**src/rtl/regfile_wb_sched_pkg.sv**
```systemverilog
// Shared widths, the default outstanding-load limit and small helpers for
// the register-file write-back scheduler.
package regfile_wb_sched_pkg;

    localparam int REG_IDX_W               = 5;
    localparam int XLEN                    = 32;
    localparam int NUM_REGS                = 32;
    localparam int MAX_OUTSTANDING_DEFAULT = 4;

    typedef struct packed {
        logic                 valid;
        logic [REG_IDX_W-1:0] idx;
        logic [XLEN-1:0]      data;
    } hold_t;

    typedef enum logic [1:0] {
        WB_NONE,
        WB_ALU,
        WB_HOLD
    } wb_src_e;

    // x0 is hardwired, so its scoreboard bit is never set.
    function automatic logic [NUM_REGS-1:0] reg_onehot(input logic [REG_IDX_W-1:0] idx);
        logic [NUM_REGS-1:0] v;
        v      = '0;
        v[idx] = 1'b1;
        v[0]   = 1'b0;
        return v;
    endfunction

endpackage

```
**src/rtl/regfile_wb_sched.sv**
```systemverilog
// Register-file write-back scheduler: scoreboard of pending load targets,
// one-entry memory-result holding register and ALU-first write arbitration.
module regfile_wb_sched
    import regfile_wb_sched_pkg::*;
#(
    parameter int MAX_OUTSTANDING = MAX_OUTSTANDING_DEFAULT
) (
    input  logic                 clock,
    input  logic                 reset,
    input  logic                 issue_valid,
    input  logic [REG_IDX_W-1:0] issue_rd,
    input  logic [REG_IDX_W-1:0] issue_rs1,
    input  logic [REG_IDX_W-1:0] issue_rs2,
    input  logic                 issue_long,
    output logic                 issue_stall,
    input  logic                 alu_valid,
    input  logic [REG_IDX_W-1:0] alu_idx,
    input  logic [XLEN-1:0]      alu_data,
    input  logic                 mem_valid,
    output logic                 mem_ready,
    input  logic [REG_IDX_W-1:0] mem_idx,
    input  logic [XLEN-1:0]      mem_data,
    output logic                 rf_write_enable,
    output logic [REG_IDX_W-1:0] rf_write_idx,
    output logic [XLEN-1:0]      rf_data,
    output logic [NUM_REGS-1:0]  busy
);

    localparam int              CNT_W   = $clog2(MAX_OUTSTANDING + 1);
    localparam logic [CNT_W-1:0] CNT_MAX = CNT_W'(MAX_OUTSTANDING);
    localparam logic [CNT_W-1:0] CNT_ONE = CNT_W'(1);

    logic [NUM_REGS-1:0] busy_q, busy_d;
    logic [CNT_W-1:0]    count_q, count_d;
    hold_t               hold_q, hold_d;

    logic    count_full;
    logic    issue_hazard;
    logic    issue_accept;
    logic    long_accept;
    logic    mem_accept;
    logic    hold_drain;
    wb_src_e wb_src;

    // Hazards are judged on registered state only; a result draining this
    // cycle does not release a dependent issue until the next cycle.
    always_comb begin
        count_full   = (count_q == CNT_MAX);
        issue_hazard = busy_q[issue_rs1] | busy_q[issue_rs2] | busy_q[issue_rd]
                     | (issue_long & count_full);
        issue_stall  = issue_valid & ~reset & issue_hazard;
        issue_accept = issue_valid & ~reset & ~issue_hazard;
        long_accept  = issue_accept & issue_long;
        mem_ready    = ~hold_q.valid;
        mem_accept   = mem_valid & ~hold_q.valid & ~reset;
        hold_drain   = hold_q.valid & ~alu_valid & ~reset;
    end

    always_comb begin
        wb_src = WB_NONE;
        if (!reset) begin
            if (alu_valid) begin
                wb_src = WB_ALU;
            end else if (hold_q.valid) begin
                wb_src = WB_HOLD;
            end
        end
    end

    always_comb begin
        rf_write_enable = 1'b0;
        rf_write_idx    = '0;
        rf_data         = '0;
        case (wb_src)
            WB_ALU: begin
                rf_write_enable = 1'b1;
                rf_write_idx    = alu_idx;
                rf_data         = alu_data;
            end
            WB_HOLD: begin
                rf_write_enable = 1'b1;
                rf_write_idx    = hold_q.idx;
                rf_data         = hold_q.data;
            end
            default: ;
        endcase
    end

    // A load target cannot equal the draining index: that register is still
    // busy, so the issue would have stalled.
    always_comb begin
        busy_d  = busy_q;
        count_d = count_q;
        hold_d  = hold_q;
        if (hold_drain) begin
            busy_d       = busy_d & ~reg_onehot(hold_q.idx);
            hold_d.valid = 1'b0;
        end
        if (long_accept) begin
            busy_d = busy_d | reg_onehot(issue_rd);
        end
        if (mem_accept) begin
            hold_d = '{valid: 1'b1, idx: mem_idx, data: mem_data};
        end
        case ({long_accept, hold_drain})
            2'b10:   count_d = count_q + CNT_ONE;
            2'b01:   count_d = count_q - CNT_ONE;
            default: ;
        endcase
    end

    always_ff @(posedge clock) begin
        if (reset) begin
            busy_q  <= '0;
            count_q <= '0;
            hold_q  <= '0;
        end else begin
            busy_q  <= busy_d;
            count_q <= count_d;
            hold_q  <= hold_d;
            assert (!(mem_accept && count_q == '0));
            assert (!(long_accept && count_full));
        end
    end

    assign busy = busy_q;

endmodule

```
**config.mk**
```make
export PLATFORM = sky130hd
export DESIGN_NAME = regfile_wb_sched
export DESIGN_NICKNAME = d
export VERILOG_FILES = /design/src/rtl/regfile_wb_sched_pkg.sv /design/src/rtl/regfile_wb_sched.sv
export SDC_FILE = /design/constraint.sdc
export NUM_CORES = 1
export LEC_CHECK = 0
export BUFFER_PORTS_ARGS = -buffer_cell sky130_fd_sc_hd__buf_2
export CORE_MARGIN = 1.5
export CORE_UTILIZATION = 42
export CTS_BUF_LIST = sky130_fd_sc_hd__clkbuf_4
export CTS_CLUSTER_SIZE = 20
export DETAILED_ROUTE_END_ITERATION = 10
export GPL_ROUTABILITY_DRIVEN = 0
export HOLD_SLACK_MARGIN = 0.08
export PLACE_DENSITY = 0.75
export RECOVER_POWER = 50
export SYNTH_ARGS = -nofsm -noshare
export SYNTH_HDL_FRONTEND = slang
export SYNTH_SLANG_ARGS = --single-unit
```
**constraint.sdc**
```tcl
create_clock -name clock -period 5 [get_ports clock]
set_input_delay 0.25 -clock clock [delete_from_list [all_inputs] [get_ports clock]]
set_output_delay 0.25 -clock clock [all_outputs]
set_load 0.03 [all_outputs]
```
Yosys cells after proc, flatten, opt, wreduce, memory -nomap -nowiden
Cells that the tools add are included. Widths: inputs -> output; s select.

Bits in registers: 73. Input bits: 95. Output and inout bits: 72. Logic and storage cells: 63.

Bitwise gates (word level): 19. Reduce and logical (&&, ||, !) cells: 5. $add $sub $neg: 2. Multiplexer cells: 21. $lt $le $gt $ge: 6. Eq/ne operators: 5.

Operator list (count): $mux 32 (2); $pmux 32 s2 (1); $mux 38 (1); $and 32x32->32 (1); $not 32->32 (1); $or 32x32->32 (1); $lt 5x6->1 const B (4); $bmux 1 s5 (3); $demux 1 s5 (2); $ge 5x1->1 const B (2); $pmux 5 s2 (1); $and 1x1->1 (9); $mux 1 (7); $mux 2 (3); $pmux 3 s2 (1); $eq 2x1->1 const B (2); $eq 2x2->1 const B (2); $not 1->1 (4); $reduce_bool 2->1 (2); $add 3x1->3 const B (1); $eq 3x3->1 const B (1); $or 1x1->1 (3); $sub 3x1->3 const B (1); $logic_and 1x1->1 (2); $reduce_or 2->1 (1).

Logic depth before layout (Yosys ltp)
Gate-level depths: netlist of run 1.

Depth in word-level cells: 10. Depth in mapped cells: 13.

Least setup slack after synthesis of run 1
No wires, ideal clock.

Path kind: register to register. Start: register busy_q[27] (netlist: busy[27]). End: register count_q[2]. Data arrival time: 2866 ps. Setup time: 70 ps. Cell stages (with the launch flop): 13. Setup slack: 2064 ps. Cell sequence: dfxtp_1 -> mux4_2 -> clkinv_1 -> a2111oi_1 -> nor4_2 -> and3_1 -> nand4b_1 -> ha_1 -> inv_1 -> fa_1 -> xor2_1 -> or3_1 -> a21oi_1.

Word-level cells in the longest chain between the ends: 10.

Ends and longest elaborated chain: start: declaration (RTL line regfile_wb_sched.sv:33) `logic [NUM_REGS-1:0] busy_q, busy_d;`; start signal: assignment (RTL line regfile_wb_sched.sv:118) `busy_q <= busy_d;`; $bmux 1 s5 (RTL line regfile_wb_sched.sv:49) `issue_hazard = busy_q[issue_rs1] | busy_q[issue_rs2] | busy_q[issue_rd]`; $mux 1 (not written as such) (RTL line regfile_wb_sched.sv:49); $or 1x1->1 (RTL line regfile_wb_sched.sv:49); $or 1x1->1 * (RTL line regfile_wb_sched.sv:49); $or 1x1->1 * (RTL line regfile_wb_sched.sv:50) `| (issue_long & count_full);`; $not 1->1 * (RTL line regfile_wb_sched.sv:52) `issue_accept = issue_valid & ~reset & ~issue_hazard;`; $and 1x1->1 * (RTL line regfile_wb_sched.sv:52); $and 1x1->1 * (RTL line regfile_wb_sched.sv:53) `long_accept = issue_accept & issue_long;`; $eq 2x1->1 / $eq 2x2->1 (equally long branches) (RTL line regfile_wb_sched.sv:105) `case ({long_accept, hold_drain})`; $pmux 3 s2 / $reduce_bool 2->1 (equally long branches); end signal: assignment (RTL line regfile_wb_sched.sv:119) `count_q <= count_d;`; end: declaration (RTL line regfile_wb_sched.sv:34) `logic [CNT_W-1:0] count_q, count_d;`.

Every way passes the cells marked *; elsewhere a longest branch is shown, timed or not. The select of a mux whose other input is x is not followed. A chain may end at the register's enable or synchronous reset.

Worst setup path after layout of run 1
Start: register hold_q[37] in the netlist's numbering. End: output rf_data[3].

Word-level cells in the longest chain between the ends: 5.

Ends and longest elaborated chain: start: declaration (RTL line regfile_wb_sched.sv:35) `hold_t hold_q, hold_d;`; start signal: assignment (RTL line regfile_wb_sched.sv:120) `hold_q <= hold_d;`; $mux 2 * (RTL line regfile_wb_sched.sv:64) `end else if (hold_q.valid) begin`; $mux 2 * (RTL line regfile_wb_sched.sv:62) `if (alu_valid) begin`; $mux 2 * (RTL line regfile_wb_sched.sv:61) `if (!reset) begin`; $eq 2x2->1 / $eq 2x1->1 (equally long branches) (RTL line regfile_wb_sched.sv:74) `case (wb_src)`; $pmux 32 s2 * (RTL line regfile_wb_sched.sv:74); end: declaration (RTL line regfile_wb_sched.sv:25) `output logic [XLEN-1:0] rf_data,`.

Every way passes the cells marked *; elsewhere a longest branch is shown, timed or not.

==> results.md, run 1 <==
* All-Layer GR Usage at 0.2605
* Final Power at 1261 uW
* Vias/cell at 5.660
* Via count at 4607
* Die X at 105.2 um
* Dpl ws at 1530 ps
* Clock-pin slew on the worst setup and hold paths at 130 ps
* Critical path class: reg2out
* Setup TNS at 0 ps
* Mapped Area at 0.004385 mm^2
* Mapped Nets at 590
* Most frequent cells in the layout: buf_2 (132), dfxtp_1 (72), o21ai_0 (70)
* Clk_lat worst skew at 430 ps
* Global-route wire length before repair at 23000 um
* Internal cell power at 872.0 uW
* Cell Pwr Density at 221.1 mW/mm^2
* Vias in the first global route at 4488
* Crit path buf inv count at 3
* P_leak at 0.002344 uW
* Max incr delay on CP at 1350 ps
* Largest area contributor in the netlist: dfxtp_1
* Core box area at 0.01023 mm^2
* Post-route minimum period at 3306 ps
* Syn Area/Cell at 8.895 um^2
* Slew HR at -0.7006
* Cell family with most CP delay: buffers and inverters
* Synth Flop Type: dfxtp_1
* Worst Min Path Start: alu_valid
* Critical Path AT at 3060 ps
* Final HPWL from detailed placement at 9459 um
* CTS Buf Count at 9
* Reg power frac at 0.494
* Ports at 167
* Drc violations at 0
* Synth warnings at 0
* CP Capture Type: output pin
* Clock power frac at 0.304
* Slowest-stage cell, CP: clkbuf_1
* Largest net degree at the start of global routing at 80
* Crit Path Max Fanout at 42
* CP Launch Type: register
* Die height at 105.2 um
* DR pass1 iterations at 6
* Outcome: finished with violations
* Initial antenna violation count at 0
* Synth top area share at 0.3287
* Violated checks: capacitance limit, slew limit
* Final hold violations at 0
* Net switching fraction of the power at 0.3083
* Clock H-tree levels at 3
* Logic pwr share at 0.202
* Antenna-violating nets left at 0
* Share of cells above drive strength 1 at 0.2935
* Post-synth ARST share at 0
* Global route total overflow at 0
* Diode count at 0
* Number of synthesized flops with an enable pin at 0
* Gate Count Post-Synth at 493
* Reg-to-reg startpoint: hold_q[37]
* Total Wirelength at 14500 um
* Fin. max-slew vios at 118
* Max frequency at 0.3025 GHz
* # nets final at 770
* Die area at 0.01106 mm^2
* 1st-iter DRT viols at 308
* Worst Path Required at 4750 ps
* Seq/Total Area, Yosys at 0.3287
* Slew @ Worst Pin at 2551 ps
* RSZ-0062 raised after global routing: false
* Flops & latches, synth at 72
* Critical Path, Cell by Cell: inv_1 > nor3_2 > clkbuf_1 > a22o_1 > buf_2
* P&R area growth vs syn at 30.01%
* CTS max path bufs at 2
* Max-cap viol count at 2
* Hold/Removal Path Class: in2reg
* Initial core utilization at 0.4286
* Placement Rows at 37
* Routed length per instance at 17.81 um
* Psw at 388.7 uW
* CTS root buf: clkbuf_4
* Max IR drop VDD at 0.0001289 V
* Number of buffers inserted by port buffering at 165
* Final setup margin at 1694 ps
* Top post-synthesis cells by area: dfxtp_1 (33%), o21ai_0 (8.0%), a22o_1 (7.6%), nand2b_1 (5.8%), mux4_2 (4.6%)
* Fin crit share at 0.6611
* Synth cell types at 56
* Post_cts resized at 0
* Critical Path Start: hold_q[37]
* Clock skew at 28.37 ps
* TritonCTS Sinks at 72
* CTS tree: yes
* Final setup viols at 0
* Most common cell after layout, fill and taps aside: buf_2
## power groups by stage
stage / clock network [uW] / logic (uW) / registers (uW)
6_report: 384 / 255 / 622
5_1_grt: 415 / 274 / 626
2_1_floorplan: 0 / 153 / 625
4_1_cts: 392 / 249 / 621
3_5_place_dp: 0 / 226 / 633
3_3_place_gp: 0 / 221 / 633
## flip-flops by register name, summed over array words and instances, names as in the netlist
| name | cells |
|---|---|
| hold_q | 38 |
| busy | 31 |
| count_q | 3 |
## worst paths after layout
kind | cells after the start | endpoint | slack [ps]
worst max register to register | 6 | busy[25] | 1710
worst max-delay path | 5 | rf_data[3] | 1690
worst min-delay path | 3 | hold_q[37] | 130
worst min register to register | 2 | hold_q[23] | 480
## cells in the mapped netlist, types with 3 or more instances
library cell	number
nor2b_1	19
clkbuf_1	25
mux2i_1	14
nand3b_1	5
inv_1	7
mux4_1	6
nand3_1	5
o21ai_1	31
and2b_2	20
buf_6	4
nand2_1	51
dfxtp_1	72
or2_2	3
nand2b_1	41
mux4_2	9
nor2_1	9
nand4_2	4
a22o_1	38
o21ai_0	70
buf_1	3
mux2_1	6
nor3b_1	5
## metal layers
metal / routed length, um / track usage / vias to the layer above
met3: 1314 / 0.05365 / 39
met1: 6107 / 0.3354 / 2124
met2: 6772 / 0.4174 / 298
met4: 306 / 0.1204 / 0
li1: - / - / 2146
met5: 0 / 0 / -
## stage by stage
step	hold slack [ps]	util	std cells	area (um^2)
CTS	85.41	0.5626	814	5756
finish	130.8	0.5573	814	5702
global route	105.9	0.5573	814	5702
global placement	443.7	0.5113	760	5231
floorplan	358.6	-	493	4385
detailed placement	447.7	0.5113	760	5231
## final cells by class
| cell class | instances | area, um^2 |
|---|---|---|
| Tap cell | 136 | 170.2 |
| Sequential cell | 72 | 1441 |
| Clock buffer | 10 | 75.07 |
| Clock inverter | 6 | 68.82 |
| Timing Repair Buffer | 207 | 1187 |
| Fill cell | 937 | 4529 |
| Multi-Input combinational cell | 375 | 2729 |
| Inverter | 8 | 30.03 |
## what timing repair did
item | 4_1_cts | 5_1_grt
buffers inserted | 0 | 0
hold buffers | 38 | 0
endpoints found under the hold margin | 38 | 0
## logic make-up (layout without fill, tap and decap cells)
family / after synthesis / after routing / synth area share
and+or+nand+nor: 180 / 180 / 0.2491
AOI/OAI and AO/OA: 154 / 154 / 0.2263
DFF: 72 / 72 / 0.3287
buffers and inverters: 46 / 231 / 0.05078
muxes: 36 / 36 / 0.1329
adders and majority gates: 2 / 2 / 0.007418
xor gates and xnor gates: 2 / 2 / 0.003995
other: 1 / 1 / 0.0008551
## tightest hold or removal path, stage by stage
cell,delay [ps]
buf_2,110
mux2i_1,70
nor2_1,80
No activity file was read; power rests on OpenSTA's default activity.
==> inputs of run 2 (changes only) <==
Settings changed: PLACE_DENSITY 0.75 to 0.78.
Clock period 5 ns to 2.8 ns, I/O delays scaled along.
==> results.md, run 2 (synthesized netlist as in run 1, its figures left out) <==
* Outcome: finished with violations
* Worst Path Required at 3150 ps
* Cell family with most CP delay: simple AND/OR/NAND/NOR gates
* P&R area growth vs syn at 38.20%
* Placement Rows at 37
* GR Util met3 at 0.06301
* Final HPWL from detailed placement at 10190 um
* Antenna-violating nets left at 0
* # nets final at 796
* Ports at 167
* Max-cap viol count at 0
* Total Wirelength at 15050 um
* TritonCTS Sinks at 72
* 1st-iter DRT viols at 368
* Top reg by flops: hold_q
* Layer with the highest usage: met2
* Die X at 105.2 um
* RSZ-0062 raised after global routing: true
* Met2 Track Usage GR at 0.4407
* Via count at 4775
* Die height at 105.2 um
* Max reg flops at 38
* P_leak at 0.002515 uW
* Drc violations at 0
* Global-route wire length before repair at 23600 um
* CTS tree: yes
* All-Layer GR Usage at 0.2682
* Most frequent cells in the layout: buf_2 (139), o21ai_0 (70), nand2_1 (51)
* Diode count at 0
* Slew @ Worst Pin at 853.9 ps
* Final setup viols at 2
* Design Area, Final at 0.006061 mm^2
* Fin. max-slew vios at 0
* CTS max path bufs at 2
* Die area at 0.01106 mm^2
* Final hold violations at 0
* Clock skew at 19.14 ps
* Met1 usage at 0.3379
* Vias/cell at 5.698
* Cell Pwr Density at 352.9 mW/mm^2
* Clock-pin slew on the worst setup and hold paths at 120 ps
* Clk_lat worst skew at 420 ps
* Slowest-stage cell, CP: mux4_2
* Fin crit share at 1.009
* Global route total overflow at 0
* CP Launch Type: register
* Final-layout fill cell count at 859
* Clock H-tree levels at 3
* Most common cell after layout, fill and taps aside: buf_2
* DR pass1 iterations at 5
* Final setup margin at -26.17 ps
* Max IR drop VDD at 0.0002703 V
* Violated checks: setup timing
* Vias in the first global route at 4632
* Number of buffers inserted by port buffering at 165
* Crit path buf inv count at 1
* Crit Path Max Fanout at 5
* Hold/Removal Path Class: in2reg
* Max incr delay on CP at 460 ps
* Share of cells above drive strength 1 at 0.4046
* Critical Path, Cell by Cell: mux4_2 > mux2i_1 > nor3b_2 > nor4_4 > and3_4 > nand4b_1 > ha_2 > inv_2 > fa_2 > nor2_2 > a21oi_2 > nor2_1
* Critical Path AT at 3180 ps
* Initial core utilization at 0.4286
* CTS root buf: clkbuf_4
* Post-route minimum period at 2826 ps
* Largest net degree at the start of global routing at 56
* Max frequency at 0.3538 GHz
* Area after DPL at 0.005487 mm^2
* Critical path class: reg2reg
* Routed length per instance at 17.96 um
* Core box area at 0.01023 mm^2
* Slew HR at 0.4230
* Final Power at 2139 uW
* CP Capture Type: register
* CTS Buf Count at 9
* Initial antenna violation count at 1
run 2: cell types whose count changed in the layout (fill, tap and decap cells not counted), moves of 7 or more:
| cell | delta |
|---|---|
| dfxtp_1 | -30 |
| buf_4 | +27 |
| dfxtp_2 | +20 |
| dfxtp_4 | +10 |
| clkbuf_1 | -9 |
| buf_2 | +7 |
run 2: cell type report:
class                      count  area (um^2)  share of cell area
multi-input combinational    375         2860              0.4719
sequential                    72         1504              0.2481
timing repair buffer         233         1401              0.2312
tap                          136        170.2             0.02808
clock buffer                  11        82.58             0.01363
inverter                       8        30.03            0.004955
clock inverter                 3        12.51            0.002064
run 2: stage by stage:
| stage | hold slack (ps) | setup WS, ps | std cells | TNS (ps) | utilization |
|---|---|---|---|---|---|
| finish | 130.8 | -26.17 | 838 | -39.60 | 0.5924 |
| global route | 136.2 | -140.2 | 838 | -276.1 | 0.5924 |
| CTS | 89.29 | 4.251 | 834 | 0 | 0.5863 |
| detailed placement | 337.5 | -83.32 | 781 | -102.7 | 0.5363 |
| global placement | 333.2 | 25.24 | 781 | 0 | 0.5363 |
| floorplan | 248.6 | 37.01 | 493 | 0 | - |
run 2: per-layer routing:
| layer | vias up | wire length (um) |
|---|---|---|
| li1 | 2194 | - |
| met1 | 2253 | 6058 |
| met2 | 285 | 7130 |
| met3 | 41 | 1410 |
| met4 | 2 | 439 |
| met5 | - | 12 |
run 2: final timing paths:
| check | startpoint | endpoint | slack [ps] | cells after the start |
|---|---|---|---|---|
| hold reg to reg | hold_q[3] | hold_q[3] | 490 | 2 |
| hold / removal | reset | count_q[0] | 130 | 2 |
| setup reg to reg | busy[24] | count_q[1] | -30 | 12 |
| setup / recovery | busy[24] | count_q[1] | -30 | 12 |
run 2: what timing repair did:
| item | in CTS | in global routing |
|---|---|---|
| hold buffers | 39 | 0 |
| gates resized for setup | 6 | 20 |
| setup buffers | 0 | 5 |
| endpoints found under the setup margin | 1 | 2 |
| pin swaps | 4 | 10 |
| endpoints found under the hold margin | 38 | 0 |
run 2: power breakdown:
part / switching [uW] / internal [uW] / total (uW)
Combinational: 276 / 230 / 506
Clock: 346 / 187 / 533
Sequential: 41.0 / 1060 / 1100
run 2: worst register-to-register path: stages (launching register included):
cell      delay [ps]
dfxtp_4          380
mux4_2           460
mux2i_1          180
nor3b_2           80
nor4_4           320
and3_4           250
nand4b_1         110
ha_2             210
inv_2             60
fa_2             430
nor2_2           140
a21oi_2           40
nor2_1            80
